File: src/rtl/fifo_arbiter_pkg.sv
// ============================================================================
// fifo_arbiter_pkg : shared widths and FSM encoding for the FIFO arbiter
// Revision 1.0
// ============================================================================
`default_nettype none

package fifo_arbiter_pkg;
  localparam int DW_DEF = 10;
  localparam int N_DEF  = 4;
  localparam int TH_W   = 3;
  localparam int ST_W   = 2;

  localparam logic [ST_W-1:0] ST_RESET  = 2'd0;
  localparam logic [ST_W-1:0] ST_INIT   = 2'd1;
  localparam logic [ST_W-1:0] ST_IDLE   = 2'd2;
  localparam logic [ST_W-1:0] ST_ACTIVE = 2'd3;
endpackage

`default_nettype wire

File: src/rtl/fifo_arbiter_rr.sv
// ============================================================================
// rr_arbiter : combinational round-robin pick of the first eligible source
// Revision 1.0
// ============================================================================
`default_nettype none

module rr_arbiter (
  input  logic [3:0] eligible,
  input  logic [1:0] rr_ptr,
  output logic [3:0] grant,
  output logic [1:0] idx,
  output logic       any
);

  logic [1:0] cand;

  always_comb begin
    grant = 4'b0000;
    idx   = rr_ptr;
    any   = 1'b0;
    cand  = rr_ptr;
    for (int i = 0; i < 4; i++) begin
      cand = rr_ptr + 2'(i);
      if (!any && eligible[cand]) begin
        any         = 1'b1;
        idx         = cand;
        grant[cand] = 1'b1;
      end
    end
  end

endmodule

`default_nettype wire

File: src/rtl/fifo_arbiter.sv
// ============================================================================
// fifo_arbiter : round-robin drain of 4 source FIFOs into one downstream FIFO
// Revision 1.0
// ============================================================================
`default_nettype none

module fifo_arbiter
  import fifo_arbiter_pkg::*;
#(
  parameter int DW = DW_DEF,
  parameter int N  = N_DEF
) (
  input  logic            clk,
  input  logic            reset_L,
  input  logic            init,
  input  logic [TH_W-1:0] umbral_superior_in,
  input  logic [TH_W-1:0] umbral_inferior_in,
  output logic [TH_W-1:0] umbral_superior,
  output logic [TH_W-1:0] umbral_inferior,
  input  logic [N-1:0]    empty_i,
  input  logic [DW-1:0]   data_in0,
  input  logic [DW-1:0]   data_in1,
  input  logic [DW-1:0]   data_in2,
  input  logic [DW-1:0]   data_in3,
  input  logic            almost_full_down,
  output logic [N-1:0]    pop_o,
  output logic            push_o,
  output logic [DW-1:0]   data_out,
  output logic            idle_out,
  output logic            active_out
);

  logic [ST_W-1:0] state_q, state_d;
  logic [1:0]      rr_ptr_q, rr_ptr_d;
  logic            v1_q, v1_d;
  logic [1:0]      idx1_q, idx1_d;
  logic            push_q, push_d;
  logic [DW-1:0]   dout_q, dout_d;
  logic [TH_W-1:0] us_q, us_d;
  logic [TH_W-1:0] ui_q, ui_d;

  logic [3:0]      arb_grant;
  logic [1:0]      arb_idx;
  logic            arb_any;
  logic            grant_ok;
  logic [DW-1:0]   sel_data;

  rr_arbiter u_rr (
    .eligible (~empty_i),
    .rr_ptr   (rr_ptr_q),
    .grant    (arb_grant),
    .idx      (arb_idx),
    .any      (arb_any)
  );

  assign grant_ok = ((state_q == ST_IDLE) || (state_q == ST_ACTIVE)) &&
                    !almost_full_down && arb_any;

  // Gated by reset_L directly so pops are suppressed even before any clock edge.
  assign pop_o = (reset_L && grant_ok) ? arb_grant : '0;

  always_comb begin
    sel_data = data_in0;
    case (idx1_q)
      2'd0: sel_data = data_in0;
      2'd1: sel_data = data_in1;
      2'd2: sel_data = data_in2;
      2'd3: sel_data = data_in3;
      default: sel_data = data_in0;
    endcase
  end

  always_comb begin
    state_d  = state_q;
    us_d     = us_q;
    ui_d     = ui_q;
    rr_ptr_d = grant_ok ? arb_idx + 2'd1 : rr_ptr_q;
    v1_d     = grant_ok;
    idx1_d   = grant_ok ? arb_idx : idx1_q;
    push_d   = v1_q;
    dout_d   = v1_q ? sel_data : dout_q;
    case (state_q)
      ST_RESET: state_d = ST_INIT;
      ST_INIT: begin
        us_d = umbral_superior_in;
        ui_d = umbral_inferior_in;
        if (!init) state_d = ST_IDLE;
      end
      ST_IDLE, ST_ACTIVE: begin
        // The pop/push pipeline keeps running across a return to INIT.
        if (init)
          state_d = ST_INIT;
        else if (grant_ok)
          state_d = ST_ACTIVE;
        else if (!v1_q && !push_q)
          state_d = ST_IDLE;
      end
      default: state_d = ST_RESET;
    endcase
  end

  always_ff @(posedge clk or negedge reset_L) begin
    if (!reset_L) begin
      state_q  <= ST_RESET;
      rr_ptr_q <= 2'd0;
      v1_q     <= 1'b0;
      idx1_q   <= 2'd0;
      push_q   <= 1'b0;
      dout_q   <= '0;
      us_q     <= '0;
      ui_q     <= '0;
    end else begin
      state_q  <= state_d;
      rr_ptr_q <= rr_ptr_d;
      v1_q     <= v1_d;
      idx1_q   <= idx1_d;
      push_q   <= push_d;
      dout_q   <= dout_d;
      us_q     <= us_d;
      ui_q     <= ui_d;
    end
  end

  assign push_o          = push_q;
  assign data_out        = dout_q;
  assign umbral_superior = us_q;
  assign umbral_inferior = ui_q;
  assign idle_out        = (state_q == ST_IDLE);
  assign active_out      = (state_q == ST_ACTIVE);

endmodule

`default_nettype wire
File: config.mk
export PLATFORM = sky130hd
export DESIGN_NAME = fifo_arbiter
export DESIGN_NICKNAME = d
export VERILOG_FILES = /design/src/rtl/fifo_arbiter_pkg.sv /design/src/rtl/fifo_arbiter_rr.sv /design/src/rtl/fifo_arbiter.sv
export SDC_FILE = /design/constraint.sdc
export NUM_CORES = 1
export LEC_CHECK = 0
export ABC_AREA = 1
export CAP_MARGIN = 0
export CORE_AREA = 2 2 66 68
export CTS_BUF_LIST = sky130_fd_sc_hd__clkbuf_2 sky130_fd_sc_hd__clkbuf_4 sky130_fd_sc_hd__clkbuf_8
export CTS_CLUSTER_SIZE = 30
export DETAILED_ROUTE_END_ITERATION = 8
export DIE_AREA = 0 0 68 70
export GPL_ROUTABILITY_DRIVEN = 1
export PLACE_DENSITY = 0.8
export SLEW_MARGIN = 20
export SYNTH_ARGS = -nofsm -noshare
export SYNTH_HDL_FRONTEND = slang
export SYNTH_SLANG_ARGS = --single-unit
File: constraint.sdc
create_clock -name clk -period 3.4 [get_ports clk]
set_clock_uncertainty 0.15 [all_clocks]
set_input_delay 0.85 -clock clk [delete_from_list [all_inputs] [get_ports clk]]
set_output_delay 0.85 -clock clk [all_outputs]
set_load 0.02 [all_outputs]
==> impl_results.md <==
* Vias in the first global route at 1665
* Clk sinks at 24
* Leakage power at 1.27 nW
* Final setup vio count at 0
* CTS tree: built
* Vias per cell at 4.89
* Sequential element share of the synthesized area at 35.9%
* Mean Syn Cell Area at 7.61 µm²
* Syn Nets at 281
* Layout cell share with drive strength beyond 1 at 17.9%
* Worst setup EP type: primary output
* Starting density of the core at 40.4%
* Main flop type after synthesis: dfrtp_1
* CTS clock-pin slew for the worst setup and hold paths at 90 ps
* Final GP Congestion at 0.841
* Number of synthesized register bits at 24
* Congestion Overflow GR at 0
* Cell Area, Synth at 1670 µm²
* Post-CTS Hold Buffers at 0
* Reg area at 601 µm²
* Routed WL at 4860 µm
* Cell Count, Final, Fillers Out at 365
* HP Class: reg -> reg
* Gate Count Post-Synth at 220
* DRT antenna net count at 0
* Crit Path Category: reg -> out
* Global-route wire length before repair at 7640 µm
* Count of pins over their slew limit at 0
* Fillers at 343
* Port bufs at 76
* Hold Slack at 339 ps
* Core footprint at 4140 µm²
* Final min period at 3090 ps
* Crit path max fanout at 6
* WL/cell at 13.3 µm
* Most numerous cell on the critical path: a21oi_1
* Netlist cell types at 25
* Worst path bufs/invs at 4
* H-Tree Depth at 1
* Number of max-cap violations at 0
* Worst Path Required at 2400 ps
* CP Launch Type: flip-flop
* Initial antenna violation count at 0
* TritonCTS buffer count at 3
* RSZ-0062 raised after global routing: false
* Reg2Reg Setup Slack at 1210 ps
* DPL Wire Length at 3840 µm
* Placed cell count at 360
* GRT Total Usage at 20.9%
* 1st-pass router iterations at 4
* Critical path arrival at 2090 ps
* PwrDens at 901 nW/µm²
* Worst skew pair latency at 270 ps
* Multi-input gate area at 978 µm²
* Fmax at 324 MHz
* Slew HR at 53.2%
* YS warnings at 0
* Largest stage delay on the critical path at 450 ps
* # IOs at 77
* Crit-path leading delay family: buffers and inverters
* Final period utilization at 90.8%
* CP Cell Sequence: inv_8, ha_1, inv_1, nand3_2, nand2_4, buf_4, nand2_1, o21ai_0, a21oi_1, a21oi_1, buf_2
* Slew @ Worst Pin at 700 ps
* CTS Buffer Depth at 2
* Clock root cell: clkbuf_8
* Final Hold Fails at 0
* Via Count at 1786
* Largest net degree at the start of global routing at 25
* Final Net Count at 375
* # DRC at 0
* Synth async-reset ratio at 100%
* Die H at 70 µm
* Row cnt at 24
* Worst vdd ir at 0.000480 V
* Die area at 4760 µm²
* Outcome: finished clean
* Chip Width at 68 µm
* EDFF count, synth at 0
* P&R area growth vs syn at 59.3%
* Number of diodes at 0
* Slowest CP cell: dfrtp_1
* DR iter-0 viols at 93
## kinds of logic (layout without fill, tap and decap cells)
family / after synthesis / after routing / share of synthesized area (%)
and+or+nand+nor: 125 / 125 / 36.7
AOI/OAI and AO/OA: 42 / 42 / 16.4
DFF: 24 / 24 / 35.9
buffers and inverters: 22 / 115 / 5.83
adders and majority gates: 7 / 7 / 5.23
## worst register-to-register path, cell delays in order, from the launching register on
cell     delay (ps)
dfrtp_1         450
inv_8            30
ha_1            300
inv_1           110
nand3_2         100
nand2_4         100
buf_4           150
nand2_1          70
buf_4           140
nand2_1          40
nand2_1          50
nand2_1          50
nand2_1          70
nand2_2          80
nand2_1          70
nand2_1          60
nand3_1          70
## path summary, 6_finish.rpt
path | start | endpoint | cells past startpoint
min | umbral_inferior[0] | umbral_inferior[0] | 2
max reg2reg | rr_ptr_q[0] | rr_ptr_q[1] | 16
max in group asynchronous | reset_L | data_out[8] | 2
max | rr_ptr_q[0] | pop_o[1] | 11
min in group asynchronous | reset_L | push_o | 2
min reg2reg | umbral_inferior[0] | umbral_inferior[0] | 2
## report_power, final
part	total (mW)	internal (mW)	switching [mW]	leakage, nW
Combinational	1.66	0.702	0.955	0.946
Sequential	0.502	0.415	0.0868	0.287
Clock	0.246	0.157	0.0884	0.0357
## routing by layer
metal	up-vias	GRT usage (%)	wire length (µm)
li1	915	-	-
met1	816	26.3	2090
met2	51	35.9	2500
met3	4	4.67	224
met4	0	4.22	40
met5	-	0	0
## layout make-up
cell class                 count  share of cell area [%]
clock inverter                 1                    1.13
sequential                    24                    22.5
inverter                      19                    2.95
multi-input combinational    174                    36.7
clock buffer                   3                    1.55
tap                           52                    2.44
timing repair buffer          92                    32.7
## sequential cells by signal, indices dropped and copies added (netlist names)
| name | flops |
|---|---|
| push_o | 1 |
| state_q | 2 |
| umbral_superior | 3 |
| data_out | 10 |
| push_d | 1 |
| umbral_inferior | 3 |
| idx1_q | 2 |
| rr_ptr_q | 2 |
## synthesized netlist by cell type, types with 2 or more instances
cell type,number,area (µm²)
nor2_1,13,48.8
dfrtp_1,24,601
ha_1,7,87.6
a21oi_1,18,90.1
nand2_1,78,293
o21ai_2,2,17.5
nand2_2,10,62.6
nand2_4,2,22.5
clkbuf_1,2,7.51
nand3_2,6,60.1
nand3_1,10,50.1
inv_2,4,15.0
a41oi_1,6,52.6
o21ai_0,8,40.0
a221oi_1,4,35.0
inv_1,13,48.8
nor2_4,3,33.8
a22o_1,3,26.3
## stage by stage
step / TNS [ps] / util (%) / power (mW) / worst slack (ps) / area, µm²
after floorplan: 0 / - / 1.51 / 426 / 1670
after global placement: -1490 / 62.6 / 2.12 / -389 / 2590
after detailed placement: -1610 / 62.6 / 2.15 / -439 / 2590
after CTS: 0 / 63.8 / 2.40 / 17.8 / 2650
after global routing: 0 / 64.4 / 2.60 / 140 / 2670
final: 0 / 64.4 / 2.40 / 314 / 2670
## what timing repair did
action | in CTS | in global routing
setup endpoints to repair | 4 | 4
buffers inserted | 0 | 1
gates resized for setup | 16 | 7
pin swaps | 0 | 2
## cell usage in the layout, fill, tap and decap left out, types with 3 or more instances in the layout
master            n
clkbuf_8          3
a221oi_1          4
o21ai_0           7
dfrtp_1          24
dlymetal6s2s_1    4
buf_4            17
nor2_1           13
nand3_1          10
ha_1              7
a21oi_1          18
nand2_1          77
inv_2             4
nand3_2           6
buf_2             3
nand2_2          11
a41oi_1           6
a22o_1            3
clkdlybuf4s50_1  68
nor2_4            3
inv_1            13
Note: power is estimated with default switching activity, not from simulation.
